File: src/rtl/freq_classifier.sv
// -----------------------------------------------------------------------------
// freq_classifier
//
// Purpose:
//    Classifies a once-per-window frequency measurement (Hz) into one of three
//    inclusive bands and locks onto a band only after CONFIRM consecutive
//    matching windows. The lock is released only after RELEASE consecutive
//    non-matching windows. A window ends on every level change of OneSecond.
//
// Pipeline, relative to the edge e1 at which a OneSecond toggle is detected:
//    e1 : toggle seen (OneSecond != prev_sec), stage 1 armed
//    e2 : stage 2 armed
//    e3 : Hz captured into last_hz, sample_strobe asserted
//    e4 : FSM evaluates the class of last_hz; band/locked/band_change update
//
// Ports:
//    clk           in   system clock, all logic on posedge
//    reset         in   synchronous active-high reset
//    OneSecond     in   window marker, each level change closes a window
//    Hz     [9:0]  in   measured cycles-per-second from the upstream counter
//    band   [1:0]  out  locked band (0 none, 1..3)
//    locked        out  high while band != 0
//    band_change   out  one-cycle pulse when band changes value
//    last_hz [9:0] out  Hz value captured for the most recent window
//    sample_strobe out  one-cycle pulse when last_hz is updated
// -----------------------------------------------------------------------------
module freq_classifier #(
   parameter int B1_LO   = 90,
   parameter int B1_HI   = 110,
   parameter int B2_LO   = 190,
   parameter int B2_HI   = 210,
   parameter int B3_LO   = 490,
   parameter int B3_HI   = 510,
   parameter int CONFIRM = 3,
   parameter int RELEASE = 2
) (
   input  logic       clk,
   input  logic       reset,
   input  logic       OneSecond,
   input  logic [9:0] Hz,
   output logic [1:0] band,
   output logic       locked,
   output logic       band_change,
   output logic [9:0] last_hz,
   output logic       sample_strobe
);

   localparam logic [9:0] B1_LO_C   = 10'(B1_LO);
   localparam logic [9:0] B1_HI_C   = 10'(B1_HI);
   localparam logic [9:0] B2_LO_C   = 10'(B2_LO);
   localparam logic [9:0] B2_HI_C   = 10'(B2_HI);
   localparam logic [9:0] B3_LO_C   = 10'(B3_LO);
   localparam logic [9:0] B3_HI_C   = 10'(B3_HI);
   localparam logic [9:0] HZ_SAT    = 10'd1023;
   localparam logic [2:0] CONFIRM_C = 3'(CONFIRM);
   localparam logic [2:0] RELEASE_C = 3'(RELEASE);

   typedef enum logic [1:0] {
      IDLE = 2'd0,
      CAND = 2'd1,
      LOCK = 2'd2,
      LOSE = 2'd3
   } state_t;

   // ---------------------------------------------------------------------------
   // Window detection and sample pipeline
   // ---------------------------------------------------------------------------
   logic       prev_sec_q;
   logic       stage1_q;
   logic       stage2_q;
   logic       pend_q;
   logic       strobe_q;
   logic [9:0] last_hz_q;

   logic toggle;
   logic busy;
   logic start;

   assign toggle = (OneSecond != prev_sec_q);
   // Only the two pre-capture stages can collide with a new window; the
   // capture/evaluate cycles never overlap the next capture.
   assign busy   = stage1_q | stage2_q;
   assign start  = (toggle | pend_q) & ~busy;

   always_ff @(posedge clk) begin
      if (reset) begin
         // Track the input during reset so release never looks like a toggle.
         prev_sec_q <= OneSecond;
         stage1_q   <= 1'b0;
         stage2_q   <= 1'b0;
         pend_q     <= 1'b0;
         strobe_q   <= 1'b0;
         last_hz_q  <= '0;
      end else begin
         prev_sec_q <= OneSecond;
         stage1_q   <= start;
         stage2_q   <= stage1_q;
         strobe_q   <= stage2_q;
         // One window of queueing: a toggle arriving while busy is held
         // until the in-flight window has left the pre-capture stages.
         if (busy && toggle) begin
            pend_q <= 1'b1;
         end else if (start) begin
            pend_q <= 1'b0;
         end
         if (stage2_q) begin
            last_hz_q <= Hz;
         end
      end
   end

   // ---------------------------------------------------------------------------
   // Classification of the captured value
   // ---------------------------------------------------------------------------
   function automatic logic [1:0] classify(input logic [9:0] hz);
      logic [1:0] c;
      c = 2'd0;
      // A saturated upstream count is never trusted, whatever the bounds.
      if (hz == HZ_SAT) begin
         c = 2'd0;
      end else if (hz >= B1_LO_C && hz <= B1_HI_C) begin
         c = 2'd1;
      end else if (hz >= B2_LO_C && hz <= B2_HI_C) begin
         c = 2'd2;
      end else if (hz >= B3_LO_C && hz <= B3_HI_C) begin
         c = 2'd3;
      end
      return c;
   endfunction

   function automatic logic [2:0] sat_inc(input logic [2:0] v);
      return (v == 3'd7) ? 3'd7 : v + 3'd1;
   endfunction

   // ---------------------------------------------------------------------------
   // Lock FSM, evaluated in the cycle after each capture
   // ---------------------------------------------------------------------------
   state_t     state_q;
   logic [1:0] cand_q;
   logic [1:0] band_q;
   logic [2:0] cnt_q;
   logic [2:0] miss_q;
   logic       band_change_q;

   logic [1:0] cls;
   logic [2:0] cnt_inc;
   logic [2:0] miss_next;

   // NOTE: every combinationally assigned signal gets a value on every path
   // (here by continuous assignment) so no latch can be inferred.
   assign cls       = classify(last_hz_q);
   assign cnt_inc   = sat_inc(cnt_q);
   // Entering LOSE from LOCK always starts the miss count at one.
   assign miss_next = (state_q == LOCK) ? 3'd1 : sat_inc(miss_q);

   // NOTE: sequential state uses non-blocking assignments only, so every
   // register in this block sees the pre-edge value of every other one.
   always_ff @(posedge clk) begin
      if (reset) begin
         state_q       <= IDLE;
         cand_q        <= 2'd0;
         band_q        <= 2'd0;
         cnt_q         <= 3'd0;
         miss_q        <= 3'd0;
         band_change_q <= 1'b0;
      end else begin
         band_change_q <= 1'b0;
         if (strobe_q) begin
            case (state_q)
               IDLE: begin
                  if (cls != 2'd0) begin
                     cand_q <= cls;
                     cnt_q  <= 3'd1;
                     if (CONFIRM_C == 3'd1) begin
                        state_q       <= LOCK;
                        band_q        <= cls;
                        band_change_q <= 1'b1;
                     end else begin
                        state_q <= CAND;
                     end
                  end
               end

               CAND: begin
                  if (cls == 2'd0) begin
                     state_q <= IDLE;
                     cnt_q   <= 3'd0;
                  end else if (cls == cand_q) begin
                     cnt_q <= cnt_inc;
                     if (cnt_inc >= CONFIRM_C) begin
                        state_q       <= LOCK;
                        band_q        <= cand_q;
                        band_change_q <= (cand_q != band_q);
                     end
                  end else begin
                     cand_q <= cls;
                     cnt_q  <= 3'd1;
                  end
               end

               LOCK, LOSE: begin
                  if (cls == band_q) begin
                     state_q <= LOCK;
                     miss_q  <= 3'd0;
                  end else if (miss_next >= RELEASE_C) begin
                     // Lock dropped; the current window may already seed a
                     // new candidate.
                     band_q        <= 2'd0;
                     band_change_q <= 1'b1;
                     miss_q        <= 3'd0;
                     if (cls == 2'd0) begin
                        state_q <= IDLE;
                        cnt_q   <= 3'd0;
                     end else begin
                        state_q <= CAND;
                        cand_q  <= cls;
                        cnt_q   <= 3'd1;
                     end
                  end else begin
                     state_q <= LOSE;
                     miss_q  <= miss_next;
                  end
               end

               default: state_q <= IDLE;
            endcase
         end
      end
   end

   assign band          = band_q;
   assign locked        = (band_q != 2'd0);
   assign band_change   = band_change_q;
   assign last_hz       = last_hz_q;
   assign sample_strobe = strobe_q;

endmodule

File: config.mk
export PLATFORM = sky130hd
export DESIGN_NAME = freq_classifier
export DESIGN_NICKNAME = d
export VERILOG_FILES = /design/src/rtl/freq_classifier.sv
export SDC_FILE = /design/constraint.sdc
export NUM_CORES = 1
export LEC_CHECK = 0
export ABC_CLOCK_PERIOD_IN_PS = 4200
export CAP_MARGIN = 10
export CORE_ASPECT_RATIO = 0.9
export CORE_UTILIZATION = 66
export CTS_CLUSTER_DIAMETER = 120
export CTS_CLUSTER_SIZE = 16
export DETAILED_ROUTE_END_ITERATION = 6
export DONT_BUFFER_PORTS = 1
export PLACE_DENSITY = 0.82
export SYNTH_ARGS = -nofsm -noshare
export SYNTH_HDL_FRONTEND = slang
export SYNTH_SLANG_ARGS = --single-unit
File: constraint.sdc
create_clock -name clk -period 4.2 [get_ports clk]
set_input_delay 1.26 -clock clk [delete_from_list [all_inputs] [get_ports clk]]
set_output_delay 1.26 -clock clk [all_outputs]
set_load 0.05 [all_outputs]
# == Word level (Yosys, flattened, before mapping) ==
# Index checks and enable logic that the tools add are counted.
# totals
wordCells,109
input_bits,13
ff_bits,28
# op_classes
n_addsub,2
n_reduce_logical,17
bitwise,5
order_cmp,8
eq_ne,20
mux,45
# ops
operator,count
$mux W2,21
$mux W3,10
$ne A2 B2 Y1 const B,8
$reduce_and A7 Y1,2
$pmux W2 S3,2
$eq A10 B10 Y1 const B,1
$ge A10 B7 Y1 const B,1
$ge A10 B8 Y1 const B,1
$ge A10 B9 Y1 const B,1
$le A10 B7 Y1 const B,1
$le A10 B8 Y1 const B,1
$le A10 B9 Y1 const B,1
$mux W1,9
$pmux W3 S3,1
$reduce_and A4 Y1,2
$reduce_bool A2 Y1,4
$add A3 B1 Y3 const B,2
$eq A3 B3 Y1 const B,2
$ge A3 B2 Y1 const B,2
$ne A3 B3 Y1 const B,2
$eq A2 B2 Y1,2
$eq A2 B2 Y1 const B,2
$logic_and A1 B1 Y1,4
$logic_not A2 Y1,2
10 further kinds,13

# == Longest topological paths before layout ==
# Gate-level depths: netlist (run 1).
# depth
depth_word,11
depth_mapped,8
depth_no_buf,7

# == Worst setup path after synthesis (run 1) ==
# No wires, ideal clock.
# synth_timing
path_type,flip-flop to flip-flop
start,register last_hz_q[1] (netlist: last_hz[1])
end,register cand_q[1]
stages_incl_launch_ff,8
setup_time_ps,91
arrival_ps,2367
setup_slack_ps,1742
path_buffers,0
t_required_ps,4109
path_cell_list,dfxtp_1 > a211o_1 > a2111oi_4 > or3_1 > a211o_1 > a41o_4 > and3_4 > a311oi_1
# synth_between
elab_chain_len,10
# synth_lines
element,line_no,source
start: declaration,73,logic [9:0] last_hz_q;
start signal: assignment,107,last_hz_q <= Hz;
$ge A10 B9 Y1 / $le A10 B9 Y1 (equally long branches),125,end else if (hz >= B3_LO_C && hz <= B3_HI_C) begin
$logic_and A1 B1 Y1,125,
$mux W2,125,
$mux W2,123,end else if (hz >= B2_LO_C && hz <= B2_HI_C) begin
$mux W2,121,end else if (hz >= B1_LO_C && hz <= B1_HI_C) begin
$mux W2 *,119,if (hz == HZ_SAT) begin
$mux W2,211,if (cls == 2'd0) begin
$mux W2,205,end else if (miss_next >= RELEASE_C) begin
$mux W2,202,if (cls == band_q) begin
$pmux W2 S3,169,case (state_q)
end signal: assignment,172,cand_q <= cls;
end signal: assignment,196,cand_q <= cls;
end signal: assignment,216,cand_q <= cls;
end: declaration,139,logic [1:0] cand_q;
# Every way passes the cells marked *; elsewhere a longest branch is shown, timed or not. The select of a mux whose other input is x is not followed.
# A chain may end at the register's enable or synchronous reset.

# == Final worst setup path (run 1) ==
# layout_timing
start,register band_q[1] (netlist: band[1])
end,output locked
# layout_between
elab_chain_len,1
# layout_lines
element,line_no,source
start: declaration,140,logic [1:0] band_q;
start signal: assignment,176,band_q <= cls;
start signal: assignment,192,band_q <= cand_q;
$reduce_bool A2 Y1,232,assign locked = (band_q != 2'd0);
end: declaration,42,"output logic locked,"
# No other way between the ends.

==> flow_summary.toml, run 1 <==
[outcome]
outcome = "completed"

[synthesis]
synthTopCellsByArea = "dfxtp_1, mux2i_1, nor2_1"
yosysSeqAreaShare = 0.3712
synth-compound-area-share = 0.2312
synthCells = 171
syn_area_per_cell_sq_um = 8.832
synth_enable_flop_cells = 0
syn_nets = 186
yosys_warnings = 0
async_flop_share = 0
synthAdderAreaFrac = 0.01657
muxShareOfSynthArea = 0.06628
synth-main-ff-cell = "dfxtp_1"
yosys.area_share.simple = 0.2593
synth_top_area_cell = "dfxtp_1"
ys_ff_latch = 28
synth_top_area_frac = 0.3712
synthXorXnorAreaFrac = 0.02320
yosysUniqueCellTypes = 49
synth_top_family_by_area = "simple AND/OR/NAND/NOR gates"
synthesis.area_sq_um = 1510

[timing]
fin_skew_ns = 0.006762
hold_ws_ns = 0.4589
hold_viol = 0
timing.final.crit_share = 0.6654
drv_slew = 0
fmax_ghz = 0.3578
tightest_slew_ns = 0.9663
setup_violations = 0
finalSetupTns_ns = 0
rsz0062_at_grt = "false"
slew_headroom = 0.3549
post-route-min-period_ns = 2.795

[run]
cap_violations = 0

[drt]
ant_nets = 0
first_pass_iters = 4
viasPerCell = 6.552
routed_wl_um = 3127
route.detailed.drc = 0
vias = 1258
wl_per_cell_um = 16.29
first_iter_violations = 39

[setup_path]
crit_chain = "or2_2"
crit_arrival_ns = 1.53
critPathMaxFanout = 9
critPathLaunchType = "flop"
cp_num_buf_inv = 0
required_ns = 2.94
cp_slowest_cell = "dfxtp_1"
path_delay_family = "flip-flops"
end_kind = "output pin"
critPathMaxStageDelay_ns = 0.81
path_class = "reg -> out"

[cells_and_area]
syn_to_final_growth_pct = 3.231
final_area_sq_um = 1559
layout.nets = 181
layout_common_cells = "dfxtp_1, nor2_1, mux2i_1"
stdcell_count = 192
layout_commonest_cell = "dfxtp_1"
drive_gt1_frac = 0.05455
postLayoutCoreUtil = 0.7211
n_antenna_cell = 0

[global_route]
antenna_found_initial = 0
grt_pass1_wl_um = 5002
track_usage = 0.2759
overflow = 0
grt_max_degree = 31
grt_pass1_vias = 1075

[clock_tree]
clk_pin_slew_worst_paths_ns = 0.16
clk_latency_ns = 0.33
cts_buffer_depth = 2
clock-sinks = 28
cts_tree = "yes"
hold_buffers = 0
numCtsBuffers = 3
cts-htree-levels = 1
cts-root-buf = "clkbuf_4"
cts_setup_buffers = 0
cts_resized = 0

[place]
gp_congestion = 0.8820
placed_cells = 188
place_area_sq_um = 1506
place_hpwl_um = 2252
place.port_buffers = 0

[floorplan]
die_y_um = 47.38
initial_core_util = 0.6985
dieWidth_um = 52.42
core_sq_um = 2162
rows = 16
pin_count = 28
die-area_sq_um = 2484

[power_and_ir_drop]
power_density_nw_per_um2 = 319.0
p_leak_uw = 0.0005501
ir_drop_v = 0.0004136

[min_path]
min_path_type = "reg -> reg"
[synthesized netlist by cell type, drive strengths merged (2+ instances only)]
cell	count
dfxtp	28
inv	3
a311oi	2
nand3b	2
nor3	7
a31oi	5
a211o	2
nor4b	2
a41o	2
a2111oi	2
nand3	5
nand4	2
nand2b	3
nor2b	8
o21ai	4
xor2	2
or2	4
nor3b	3
a41oi	2
a211oi	5
mux2i	10
a21oi	6
or3	2
nor2	19
and3	4
clkbuf	7
nand2	6
ha	2
a21bo	2
and2	3
buf	3
xnor2	2
[cell type report]
class | instances | area, sq um
clock inverters | 1 | 30.03
multi-input cells | 130 | 900.9
well taps | 27 | 33.78
fillers | 181 | 603.1
flip-flops and latches | 28 | 560.5
inverters | 3 | 11.26
clock buffers | 3 | 22.52
[state kept, by name (all words and copies together) (netlist names)]
register	cells
band_change	1
cand_q	2
state_q	2
sample_strobe	1
prev_sec_q	1
last_hz	10
band	2
cnt_q	3
pend_q	1
miss_q	3
stage1_q	1
stage2_q	1
[worst paths after layout]
path,start,depth (start not counted),end,slack (ns)
worst max-delay path,band[1]$_SDFFE_PP0P_,1,locked,1.41
worst min-delay path,stage1_q$_SDFF_PP0_,1,stage1_q$_SDFF_PP0_,0.46
worst max register to register,last_hz[1]$_SDFFE_PP0P_,7,state_q[1]$_SDFFE_PP0P_,1.47
worst min register to register,stage1_q$_SDFF_PP0_,1,stage1_q$_SDFF_PP0_,0.46
[power breakdown]
part | total [uW] | internal (uW) | leakage (uW) | switching (uW)
logic | 19.0 | 11.2 | 0.000295 | 7.82
clock network | 178 | 96.5 | 0.0000279 | 81.4
registers | 300 | 273 | 0.000227 | 27.5
total | 497 | 380 | 0.000550 | 117
[kinds of logic after synthesis]
family | Yosys count
AO/OA/AOI/OAI | 42
XOR/XNOR | 4
adder cells (fa/ha/maj) | 2
buffers and inverters | 13
flip-flops | 28
multiplexers | 10
AND/OR/NAND/NOR | 72
[routing by layer]
layer | routed length [um] | part of all wire | global-route usage | up-vias
met2 | 1437 | 0.46 | 0.4456 | 37
met5 | 0 | 0 | 0 | -
li1 | - | - | - | 626
met3 | 132 | 0.042 | 0.06149 | 2
met4 | 19 | 0.0061 | 0.06316 | 0
met1 | 1538 | 0.49 | 0.3786 | 593
[stage by stage]
step                worst slack, ns  total power (uW)
detailed placement            1.547             325.3
global placement              1.574             323.9
finish                        1.405             497.3
CTS                           1.403             498.5
floorplan                     1.742             324.0
global route                  1.334             513.1
(Power assumes the default switching activity.)
==> run 2, diff against run 1 <==
Settings changed: ABC_CLOCK_PERIOD_IN_PS 4200 to 2400, CORE_UTILIZATION 66 to 56, PLACE_DENSITY 0.82 to 0.74.
Clock period 4.2 ns to 2.4 ns, I/O delays scaled along.
==> run 2 against run 1 <==
  * The flow now finishes with violations (DRC)
  * Clock skew down 0.0018 ns
  * Largest power group unchanged
  * Worst setup slack worse by 1.3 ns
  * Non-clock buffer count up 18
  * Largest cell class unchanged
  * Die area up 17%
  * Critical path type is now reg -> reg
==> flow_summary.toml, run 2 (synthesis gave the netlist of run 1 again) <==
[outcome]
outcome = "finished, violations left"
violations = "DRC"

[setup_path]
required_ns = 2.65
critPathLaunchType = "flop"
r2r_cells = 8
path_class = "reg -> reg"
cp_num_buf_inv = 1
crit_arrival_ns = 2.59
critical_path_cell_count = 8
cp_slowest_cell = "dfxtp_2"
critPathMaxFanout = 7
crit_chain = "buf_4, nor4b_1, and4_1, or3_1, a211o_1, a41o_4, and3_4, a311oi_2"
path_delay_family = "compound AO/OA/AOI/OAI gates"
critPathMaxStageDelay_ns = 0.34
end_kind = "flop"

[drt]
routed_wl_um = 3358
ant_nets = 0
viasPerCell = 6.398
first_iter_violations = 50
first_pass_iters = 6
vias = 1350
wl_per_cell_um = 15.91
route.detailed.drc = 6

[cells_and_area]
largest_reg_flops = 10
syn_to_final_growth_pct = 13.92
stdcell_count = 211
postLayoutCoreUtil = 0.6854
n_antenna_cell = 0
drive_gt1_frac = 0.1913
layout_commonest_cell = "dfxtp_1"
layout_common_cells = "dfxtp_1, nor2_1, buf_4"
layout.nets = 199

[global_route]
overflow = 0
grt_max_degree = 31
grt_pass1_wl_um = 5878
track_usage = 0.2580
grt_pass1_vias = 1280
antenna_found_initial = 0

[timing]
fmax_ghz = 0.4275
rsz0062_at_grt = "true"
layout_setup_ws_ns = 0.06105
hold_viol = 0
slew_headroom = 0.4842
tightest_slew_ns = 0.7727
fin_skew_ns = 0.004994
drv_slew = 0
timing.final.crit_share = 0.9746
post-route-min-period_ns = 2.339
finalSetupTns_ns = 0
setup_violations = 0

[clock_tree]
cts_resized = 0
cts_buffer_depth = 2
numCtsBuffers = 3
hold_buffers = 0
clk_latency_ns = 0.33
cts_setup_buffers = 0
clock-sinks = 28
cts_tree = "yes"
cts-htree-levels = 1
cts-root-buf = "clkbuf_4"
clk_pin_slew_worst_paths_ns = 0.14

[place]
gp_congestion = 0.9790
place_ws_ns = 0.08991
place.port_buffers = 0
place_hpwl_um = 2451
placed_cells = 207

[power_and_ir_drop]
power_density_nw_per_um2 = 511.3
p_leak_uw = 0.0006515
ir_drop_v = 0.0004524

[floorplan]
core_sq_um = 2510
rows = 17
die-area_sq_um = 2909
pin_count = 28
initial_core_util = 0.6017
die_y_um = 51.27
dieWidth_um = 56.74

[run]
cap_violations = 0

[min_path]
whs_path_depth = 0
min_path_type = "in -> reg"
[run 2: per-layer routing]
layer | vias to the layer above | GRT usage | share of wire
li1 | 658 | - | -
met1 | 633 | 0.3365 | 0.44
met2 | 55 | 0.4444 | 0.47
met3 | 4 | 0.05316 | 0.079
met4 | 0 | 0.05285 | 0.0074
met5 | - | 0 | 0
[run 2: final cells by class]
cell class | count | area [sq um]
multi-input cells | 130 | 920.9
fillers | 208 | 789.5
flip-flops and latches | 28 | 565.5
repair buffers | 18 | 135.1
well taps | 28 | 35.03
clock inverters | 1 | 30.03
clock buffers | 3 | 22.52
inverters | 3 | 11.26
[run 2: worst reg2reg max path, stage by stage (launching register included)]
cell and delay [ns]:
dfxtp_2 0.34, buf_4 0.15, nor4b_1 0.14, and4_1 0.24, or3_1 0.32, a211o_1 0.33
a41o_4 0.30, and3_4 0.19, a311oi_2 0.27
[run 2: worst paths after layout]
kind	startpoint	endpoint	slack (ns)
hold reg to reg	stage1_q$_SDFF_PP0_	stage1_q$_SDFF_PP0_	0.46
hold / removal	OneSecond	prev_sec_q$_DFF_P_	0.40
setup reg to reg	last_hz[1]$_SDFFE_PP0P_	cand_q[1]$_SDFFE_PP0P_	0.06
setup / recovery	last_hz[1]$_SDFFE_PP0P_	cand_q[1]$_SDFFE_PP0P_	0.06
[run 2: through the flow]
stage	total power, uW	cell area [sq um]	hold slack, ns
after floorplan	567.7	1515	0.4130
after global placement	581.5	1648	0.4221
after detailed placement	584.5	1648	0.4495
after CTS	887.2	1700	0.3935
after global routing	909.1	1720	0.3786
final	879.7	1720	0.4007
[run 2: power by group]
part / internal [uW] / total [uW] / switching (uW)
combinational: 31.8 / 78.9 / 47.2
sequential: 478 / 497 / 18.5
clock: 169 / 304 / 135
